==> src/rtl/countdown_timer_if.sv <==
// countdown_timer_if
//   Control and status bundle for the MM:SS countdown timer.
//   master : panel/software side, drives the controls and preset, reads status.
//   slave  : timer side, consumes the controls, drives the count and flags.
//   Signals:
//     tick          one-cycle enable pulse (nominally 1 Hz)
//     clear         return to 00:00 / IDLE
//     load          capture load_min/load_sec as the new count
//     load_min/sec  preset value (clamped inside the timer)
//     start/stop    resume / pause counting
//     minutes/sec   registered count
//     running       RUN state decode
//     done          EXPIRED state decode
//     expired_tick  one-cycle pulse when the count reaches 00:00
interface countdown_timer_if;
  logic       tick;
  logic       clear;
  logic       load;
  logic [5:0] load_min;
  logic [5:0] load_sec;
  logic       start;
  logic       stop;
  logic [5:0] minutes;
  logic [5:0] seconds;
  logic       running;
  logic       done;
  logic       expired_tick;

  modport master (
    output tick, clear, load, load_min, load_sec, start, stop,
    input  minutes, seconds, running, done, expired_tick
  );

  modport slave (
    input  tick, clear, load, load_min, load_sec, start, stop,
    output minutes, seconds, running, done, expired_tick
  );
endinterface

==> src/rtl/countdown_timer.sv <==
// countdown_timer
//   Minutes:seconds down-counter. Decrements once per tick while running,
//   pulses expired_tick and holds done when it reaches 00:00.
//   Ports:
//     clk  system clock, rising edge
//     rst  synchronous active-high reset, wins over every other input
//     bus  countdown_timer_if.slave (controls in, count/flags out)
//
//   state   | meaning
//   --------+-------------------------------------------
//   IDLE    | loaded or zero, not counting
//   RUN     | counting on tick
//   PAUSED  | halted with a nonzero count
//   EXPIRED | reached 00:00, holds done until load/clear
module countdown_timer #(
  parameter int unsigned MAX_MIN = 59
) (
  input  logic              clk,
  input  logic              rst,
  countdown_timer_if.slave  bus
);

  localparam logic [5:0] MAX_MIN_V = 6'(MAX_MIN);
  localparam logic [5:0] SEC_MAX   = 6'd59;

  typedef enum logic [1:0] {IDLE, RUN, PAUSED, EXPIRED} state_t;

  state_t     state;
  logic [5:0] min_q;
  logic [5:0] sec_q;
  logic       running_q;
  logic       done_q;
  logic       exp_q;

  logic [5:0] pre_min;
  logic [5:0] pre_sec;
  logic       pre_zero;
  logic       cnt_zero;
  logic       last_sec;

  always_comb begin
    pre_min  = (bus.load_min > MAX_MIN_V) ? MAX_MIN_V : bus.load_min;
    pre_sec  = (bus.load_sec > SEC_MAX)   ? SEC_MAX   : bus.load_sec;
    pre_zero = (pre_min == 6'd0) && (pre_sec == 6'd0);
    cnt_zero = (min_q == 6'd0) && (sec_q == 6'd0);
    // The decrement that lands on 00:00 starts from 00:01.
    last_sec = (min_q == 6'd0) && (sec_q == 6'd1);
  end

  // Priority: rst > clear > load > stop > start > tick. A stop or start
  // consumes the cycle, so a coincident tick is never counted.
  always_ff @(posedge clk) begin
    if (rst) begin
      state     <= IDLE;
      min_q     <= 6'd0;
      sec_q     <= 6'd0;
      running_q <= 1'b0;
      done_q    <= 1'b0;
      exp_q     <= 1'b0;
    end else begin
      exp_q <= 1'b0;
      if (bus.clear) begin
        state     <= IDLE;
        min_q     <= 6'd0;
        sec_q     <= 6'd0;
        running_q <= 1'b0;
        done_q    <= 1'b0;
      end else if (bus.load) begin
        min_q     <= pre_min;
        sec_q     <= pre_sec;
        running_q <= 1'b0;
        done_q    <= 1'b0;
        // A paused timer stays paused across a nonzero reload.
        if (!pre_zero && state == PAUSED) state <= PAUSED;
        else                              state <= IDLE;
      end else if (bus.stop) begin
        if (state == RUN) begin
          state     <= PAUSED;
          running_q <= 1'b0;
        end
      end else if (bus.start) begin
        if ((state == IDLE || state == PAUSED) && !cnt_zero) begin
          state     <= RUN;
          running_q <= 1'b1;
        end
      end else if (bus.tick && state == RUN) begin
        if (sec_q != 6'd0) begin
          sec_q <= sec_q - 6'd1;
        end else begin
          sec_q <= SEC_MAX;
          min_q <= min_q - 6'd1;
        end
        if (last_sec) begin
          state     <= EXPIRED;
          running_q <= 1'b0;
          done_q    <= 1'b1;
          exp_q     <= 1'b1;
        end
      end
    end
  end

  assign bus.minutes      = min_q;
  assign bus.seconds      = sec_q;
  assign bus.running      = running_q;
  assign bus.done         = done_q;
  assign bus.expired_tick = exp_q;

endmodule
==> src/flat_wrapper.sv <==
// flat-port wrapper written by rule: the top's interface ports become plain ports
module countdown_timer_flat 
#(
  parameter int unsigned MAX_MIN = 59
)
  (clk, rst, bus_tick, bus_clear, bus_load, bus_load_min, bus_load_sec, bus_start, bus_stop, bus_minutes, bus_seconds, bus_running, bus_done, bus_expired_tick);
  countdown_timer_if bus_i ();
  input  logic clk;
  input  logic rst;
  input wire logic [$bits(bus_i.tick)-1:0] bus_tick;
  input wire logic [$bits(bus_i.clear)-1:0] bus_clear;
  input wire logic [$bits(bus_i.load)-1:0] bus_load;
  input wire logic [$bits(bus_i.load_min)-1:0] bus_load_min;
  input wire logic [$bits(bus_i.load_sec)-1:0] bus_load_sec;
  input wire logic [$bits(bus_i.start)-1:0] bus_start;
  input wire logic [$bits(bus_i.stop)-1:0] bus_stop;
  output wire logic [$bits(bus_i.minutes)-1:0] bus_minutes;
  output wire logic [$bits(bus_i.seconds)-1:0] bus_seconds;
  output wire logic [$bits(bus_i.running)-1:0] bus_running;
  output wire logic [$bits(bus_i.done)-1:0] bus_done;
  output wire logic [$bits(bus_i.expired_tick)-1:0] bus_expired_tick;
  assign bus_i.tick = bus_tick;
  assign bus_i.clear = bus_clear;
  assign bus_i.load = bus_load;
  assign bus_i.load_min = bus_load_min;
  assign bus_i.load_sec = bus_load_sec;
  assign bus_i.start = bus_start;
  assign bus_i.stop = bus_stop;
  assign bus_minutes = bus_i.minutes;
  assign bus_seconds = bus_i.seconds;
  assign bus_running = bus_i.running;
  assign bus_done = bus_i.done;
  assign bus_expired_tick = bus_i.expired_tick;
  countdown_timer #(.MAX_MIN(MAX_MIN)) u_core (.clk(clk), .rst(rst), .bus(bus_i));
endmodule
==> config.mk <==
export PLATFORM = sky130hd
export DESIGN_NAME = countdown_timer_flat
export DESIGN_NICKNAME = d
export VERILOG_FILES = /design/src/rtl/countdown_timer_if.sv /design/src/rtl/countdown_timer.sv /design/src/flat_wrapper.sv
export SDC_FILE = /design/constraint.sdc
export NUM_CORES = 1
export LEC_CHECK = 0
export CAP_MARGIN = 20
export CORE_MARGIN = 3
export CORE_UTILIZATION = 42
export CTS_CLUSTER_SIZE = 16
export DETAILED_ROUTE_END_ITERATION = 10
export GPL_ROUTABILITY_DRIVEN = 0
export PLACE_DENSITY = 0.86
export REMOVE_ABC_BUFFERS = 1
export SYNTH_ARGS = -nofsm -noshare
export SYNTH_HDL_FRONTEND = slang
export SYNTH_SLANG_ARGS = --single-unit
==> constraint.sdc <==
create_clock -name clk -period 1.96 [get_ports clk]
set_clock_uncertainty 0.15 [all_clocks]
set_input_delay 0.392 -clock clk [delete_from_list [all_inputs] [get_ports clk]]
set_output_delay 0.392 -clock clk [all_outputs]
set_load 0.01 [all_outputs]
==> results.md, run 1 <==
* Initial DRC Count at 81
* Async SR Flop Fraction at 0
* Dominant synthesized flop cell: dfxtp_1
* Die Wd at 58.2 um
* Core Region at 2540 sq um
* Post-DP HPWL at 2.66 mm
* DRT Pass-1 Iters at 7
* Seq pwr share at 0.467
* Final hold violation count at 0
* WP data required at 2070 ps
* Max FO, Critical Path at 8
* Max transition margin at 0.723
* Buf+Inv Stages, Crit Path at 2
* Post-synth EDFFs at 0
* Vias in the first global route at 1195
* Root Driver: clkbuf_4
* Synth unique cells at 49
* Critical path's slowest cell: or4_1
* Sw Share at 0.314
* Gate count after technology mapping at 137
* Slew Limit Fails at 0
* Layout area overhead at 45.3%
* Hold buffer count at CTS at 0
* Area leader, netlist: dfxtp_1
* FF+latch count, synth at 17
* PwrDens at 478 nW/um^2
* Cell internal pwr at 547 uW
* Synth warnings at 0
* Worst Setup Start Kind: input pin
* Max cap viols at 0
* Post-synth top area share at 0.297
* Skew-Pair Late Insertion Delay at 310 ps
* Setup crit end kind: flip-flop
* Seq/Total Area, Yosys at 0.297
* Leakage power at 0.628 nW
* Setup tns final at 0 ps
* Worst path max stage delay at 530 ps
* Top post-synthesis cells by area: dfxtp_1 30%, ha_1 5.5%, a21oi_1 4.4%
* Initial antenna violation count at 0
* Crit path kind: in -> reg
* CP Cell Sequence: clkdlybuf4s50_1, and4bb_2, buf_4, nand4_4, or4_1, nand3_1
* Synthesized area at 1150 sq um
* RSZ-0062 raised after global routing: no
* Post-CTS Setup Repair Bufs at 0
* Comb pwr share at 0.274
* CTS tree: yes
* IO Pins at 34
* Largest net degree at the start of global routing at 20
* CP arrival at 2020 ps
* Hold Path Class: reg -> reg
* H-tree levels at 1
* Maximum VDD drop at 0.354 mV
* Most common cell in the netlist: dfxtp_1
* Starting Density at 0.450
* Chip height at 58.2 um
* Global-route usage over all layers at 0.216
* Fin worst setup slack at 52.3 ps
* Clk sink count at 17
* Global route total overflow at 0
* Clock buffer count from CTS at 3
* Worst Hold Margin at 347 ps
* # setup viols final at 0
* Most frequent cells after synthesis: 17 x dfxtp_1, 10 x a21oi_1, 10 x inv_1, 10 x nand2_1, 8 x nor2_1
* Cts repair resizes at 0
* Final wirelength at 3.50 mm
* Full die area at 3390 sq um
* Antenna Cells at 0
* Post-place setup slack at -298 ps
* Layout cell share with drive strength beyond 1 at 0.176
* Tcrit/Tclk final at 0.973
* Quantity of I/O buffers inserted on ports at 33
* Vias at 1364
* Crit path max-delay family: simple AND/OR/NAND/NOR gates
* Worst Tran Pin Value at 412 ps
* Final ANT Viol Nets at 0
* Row cnt at 18
* Clk network pwr share at 0.258
* Period minus WS final at 1910 ps
* CTS max path bufs at 2
* Syn Area/Cell at 8.37 sq um
* Vias per inst at 6.29
* Final nets at 212
* DRC Markers at 0
* NetSw at 250 uW
* Clk slew on worst S/H paths at 120 ps
* Outcome: finished clean
* First-pass GRT wire length at 5.60 mm
* Fmax at 524 MHz
* Avg WL per Cell at 16.1 um
flip-flops by register name, indices dropped and copies added, names as in the netlist:
| register | flops |
|---|---|
| u_core.state | 2 |
| u_core.bus.running | 1 |
| u_core.bus.done | 1 |
| u_core.bus.expired_tick | 1 |
| u_core.bus.seconds | 6 |
| u_core.bus.minutes | 6 |
cell usage in the layout (no fill, tap or decap), drive strengths merged, types with 4 or more instances in the layout:
master         Yosys  layout
a21oi             10      10
inv               10      10
nor2               8       8
nor4               5       5
ha                 5       5
dfxtp             17      17
nand2             10      10
buf                2      18
clkdlybuf4s50      0      32
nand3              6       6
nor3               6       6
a211oi             4       4
nand4              6       6
o21a               4       4
power by group through the flow:
stage               Sequential, mW  Combinational (mW)  Clock [mW]
floorplan                    0.381              0.0873           0
global route                 0.374               0.236       0.223
finish                       0.372               0.219       0.206
global placement             0.378               0.207           0
CTS                          0.371               0.215       0.210
detailed placement           0.379               0.213           0
worst register-to-register path, delay by kind of cell (launching register included):
family | cells | cell delay, ps
simple gates | 3 | 800
flops | 1 | 360
fa+ha+maj | 1 | 350
buf+inv | 1 | 150
metrics by stage:
| stage | total power, mW | std cells | area [sq um] | utilization |
|---|---|---|---|---|
| floorplan | 0.469 | 132 | 1130 | - |
| CTS | 0.797 | 217 | 1660 | 0.651 |
| global placement | 0.585 | 213 | 1630 | 0.640 |
| finish | 0.797 | 217 | 1670 | 0.654 |
| detailed placement | 0.592 | 213 | 1630 | 0.640 |
| global route | 0.833 | 217 | 1670 | 0.654 |
metal layers:
| layer | share of wire | vias up | GRT usage | wire length (um) |
|---|---|---|---|---|
| met5 | 0 | - | 0 | 0 |
| met4 | 0.041 | 0 | 0.139 | 144 |
| met3 | 0.074 | 16 | 0.0223 | 259 |
| met2 | 0.48 | 75 | 0.352 | 1680 |
| met1 | 0.40 | 639 | 0.271 | 1420 |
| li1 | - | 634 | - | - |
area by class of cell:
class / instances / area [sq um]
Timing Repair Buffer: 51 / 468
Inverter: 10 / 37.5
Clock buffer: 3 / 22.5
Tap cell: 30 / 37.5
Sequential cell: 17 / 343
Clock inverter: 1 / 5.00
Fill cell: 212 / 880
Multi-Input combinational cell: 105 / 752
kinds of logic (layout without fill, tap and decap cells):
logic type	count (synthesis)	in the layout	share of synthesized area
AO/OA/AOI/OAI	39	39	0.255
XOR/XNOR	1	1	0.00764
adder cells (fa/ha/maj)	5	5	0.0546
buffers and inverters	15	65	0.0502
flip-flops	17	17	0.297
multiplexers	2	2	0.0186
AND/OR/NAND/NOR	58	58	0.317
worst paths after layout:
| path | start | to | slack, ps | depth (start not counted) |
|---|---|---|---|---|
| worst max-delay path | bus_tick | u_core.bus.minutes[5]$_SDFFE_PP0P_ | 50 | 6 |
| worst min-delay path | u_core.bus.done$_SDFFE_PP0P_ | u_core.bus.done$_SDFFE_PP0P_ | 350 | 1 |
| worst max register to register | u_core.bus.seconds[0]$_SDFFE_PP0P_ | u_core.bus.minutes[5]$_SDFFE_PP0P_ | 110 | 5 |
| worst min register to register | u_core.bus.done$_SDFFE_PP0P_ | u_core.bus.done$_SDFFE_PP0P_ | 350 | 1 |
Power figures use the tool's default switching activity.
==> run 2: changes to the inputs <==
--- a/config.mk
+++ b/config.mk
@@ -6,7 +6,6 @@
 export NUM_CORES = 1
 export LEC_CHECK = 0
 export CAP_MARGIN = 20
-export CORE_MARGIN = 3
 export CORE_UTILIZATION = 42
 export CTS_CLUSTER_SIZE = 16
 export DETAILED_ROUTE_END_ITERATION = 10
==> results.md, run 2 (same netlist as run 1, synthesis figures left out) <==
* Max FO, Critical Path at 3
* H-tree levels at 1
* Worst Tran Pin Value at 418 ps
* Final ANT Viol Nets at 0
* Worst path max stage delay at 630 ps
* Busiest grt layer: met2
* Leakage power at 0.636 nW
* Chip height at 54.2 um
* Fmax at 520 MHz
* Clk slew on worst S/H paths at 110 ps
* WP data required at 2010 ps
* Clk network pwr share at 0.253
* Seq pwr share at 0.467
* Final nets at 215
* DRT Pass-1 Iters at 4
* CP arrival at 1980 ps
* Vias in the first global route at 1296
* Skew-Pair Late Insertion Delay at 300 ps
* Crit path kind: in -> reg
* First-pass GRT wire length at 5.56 mm
* Die Wd at 54.2 um
* Final hold violation count at 0
* CP Cell Sequence: clkdlybuf4s50_1, and4bb_2, nand2_1, or4b_2, o2111a_1
* GRT met2 Usage at 0.455
* Comb pwr share at 0.280
* IO Pins at 34
* Largest net degree at the start of global routing at 14
* CTS tree: yes
* Max cap viols at 0
* Setup tns final at 0 ps
* Met1 GRT Util at 0.315
* Worst Setup Start Kind: input pin
* Sw Share at 0.312
* Row cnt at 18
* Non-filler cells, final at 220
* Core Region at 2520 sq um
* Setup crit end kind: flip-flop
* Global-route usage over all layers at 0.262
* Post-DP HPWL at 2.68 mm
* Layout area overhead at 50.2%
* Vias at 1350
* Cell internal pwr at 551 uW
* PwrDens at 465 nW/um^2
* Total power draw at 800 uW
* NetSw at 250 uW
* Quantity of I/O buffers inserted on ports at 33
* Hold Path Class: reg -> reg
* Tcrit/Tclk final at 0.981
* Starting Density at 0.454
* Most frequent cells in the layout: 33 x clkdlybuf4s50_1, 20 x buf_4, 15 x dfxtp_1
* Antenna Cells at 0
* Clock buffer count from CTS at 3
* Period minus WS final at 1920 ps
* Critical path's slowest cell: or4b_2
* Global Route met3 Usage at 0.0361
* Final wirelength at 3.44 mm
* Worst Hold Margin at 361 ps
* Buf+Inv Stages, Crit Path at 1
* CTS max path bufs at 2
* Slew Limit Fails at 0
* Root Driver: clkbuf_4
* Crit path max-delay family: simple AND/OR/NAND/NOR gates
* Fillers at 203
* Max transition margin at 0.719
* DRC Markers at 0
* # setup viols final at 0
* Vias per inst at 6.14
* Initial DRC Count at 25
* Commonest non-fill, non-tap cell in the layout: clkdlybuf4s50_1
* Avg WL per Cell at 15.6 um
* Maximum VDD drop at 0.380 mV
* Layout cell share with drive strength beyond 1 at 0.211
* Full die area at 2940 sq um
* Initial antenna violation count at 0
* Global route total overflow at 0
* Post-Place Cells at 216
* Clk sink count at 17
* Outcome: finished clean
[run 2: cell count changes in the layout (fill, tap and decap cells not counted), sizes merged]
cell,change
buf,+3
dlymetal6s2s,-1
clkdlybuf4s50,+1
[run 2: timing repair]
action | in CTS | in global routing
pin swaps | 0 | 5
buffers inserted | 0 | 0
hold buffers | 0 | 0
setup endpoints to repair | 1 | 5
gates resized for setup | 1 | 7
[run 2: metal layers]
layer  part of all wire  vias up
li1                   -      642
met1               0.43      650
met2               0.50       48
met3              0.049       10
met4              0.021        0
met5                  0        -
[run 2: worst paths after layout]
path,end,from,cells after the start,slack (ps)
worst min-delay path,u_core.bus.done$_SDFFE_PP0P_,u_core.bus.done$_SDFFE_PP0P_,1,360
worst max register to register,u_core.bus.seconds[4]$_SDFFE_PP0P_,u_core.bus.seconds[0]$_SDFFE_PP0P_,6,140
worst max-delay path,u_core.bus.seconds[5]$_SDFFE_PP0P_,bus_stop,5,40
worst min register to register,u_core.bus.done$_SDFFE_PP0P_,u_core.bus.done$_SDFFE_PP0P_,1,360
[run 2: through the flow]
| step | util | setup WS (ps) | cell area (sq um) |
|---|---|---|---|
| 2_1_floorplan | - | 65.6 | 1130 |
| 3_3_place_gp | 0.655 | -263 | 1650 |
| 3_5_place_dp | 0.655 | -354 | 1650 |
| 4_1_cts | 0.669 | 20.6 | 1690 |
| 5_1_grt | 0.683 | -12.8 | 1720 |
| 6_report | 0.683 | 37.2 | 1720 |
[run 2: worst register-to-register path: stages (launching register included)]
cell and delay [ps]:
dfxtp_1 360, inv_1 150, ha_1 240, or3b_2 470, nor4_2 140, a2111o_1 150, a21oi_1 60
[run 2: final cells by class]
cell class	instances	area, sq um	area share
clock buffer	3	22.5	0.0131
clock inverter	1	5.00	0.00291
tap	30	37.5	0.0218
inverter	10	37.5	0.0218
timing repair buffer	54	492	0.286
multi-input combinational	105	785	0.456
sequential	17	343	0.199
[run 2: power by group through the flow]
stage | Sequential, mW | Combinational [mW] | Clock (mW)
global route | 0.375 | 0.242 | 0.217
detailed placement | 0.379 | 0.218 | 0
finish | 0.373 | 0.224 | 0.202
floorplan | 0.381 | 0.0873 | 0
CTS | 0.372 | 0.219 | 0.200
global placement | 0.378 | 0.210 | 0
==> run 3: changes to the inputs <==
--- a/config.mk
+++ b/config.mk
@@ -10,6 +10,7 @@
 export CTS_CLUSTER_SIZE = 16
 export DETAILED_ROUTE_END_ITERATION = 10
 export GPL_ROUTABILITY_DRIVEN = 0
+export HOLD_SLACK_MARGIN = 0.15
 export PLACE_DENSITY = 0.86
 export REMOVE_ABC_BUFFERS = 1
 export SYNTH_ARGS = -nofsm -noshare
==> results of run 3 <==
Same layout as run 2: the final DEF is identical, and so are final timing and power.
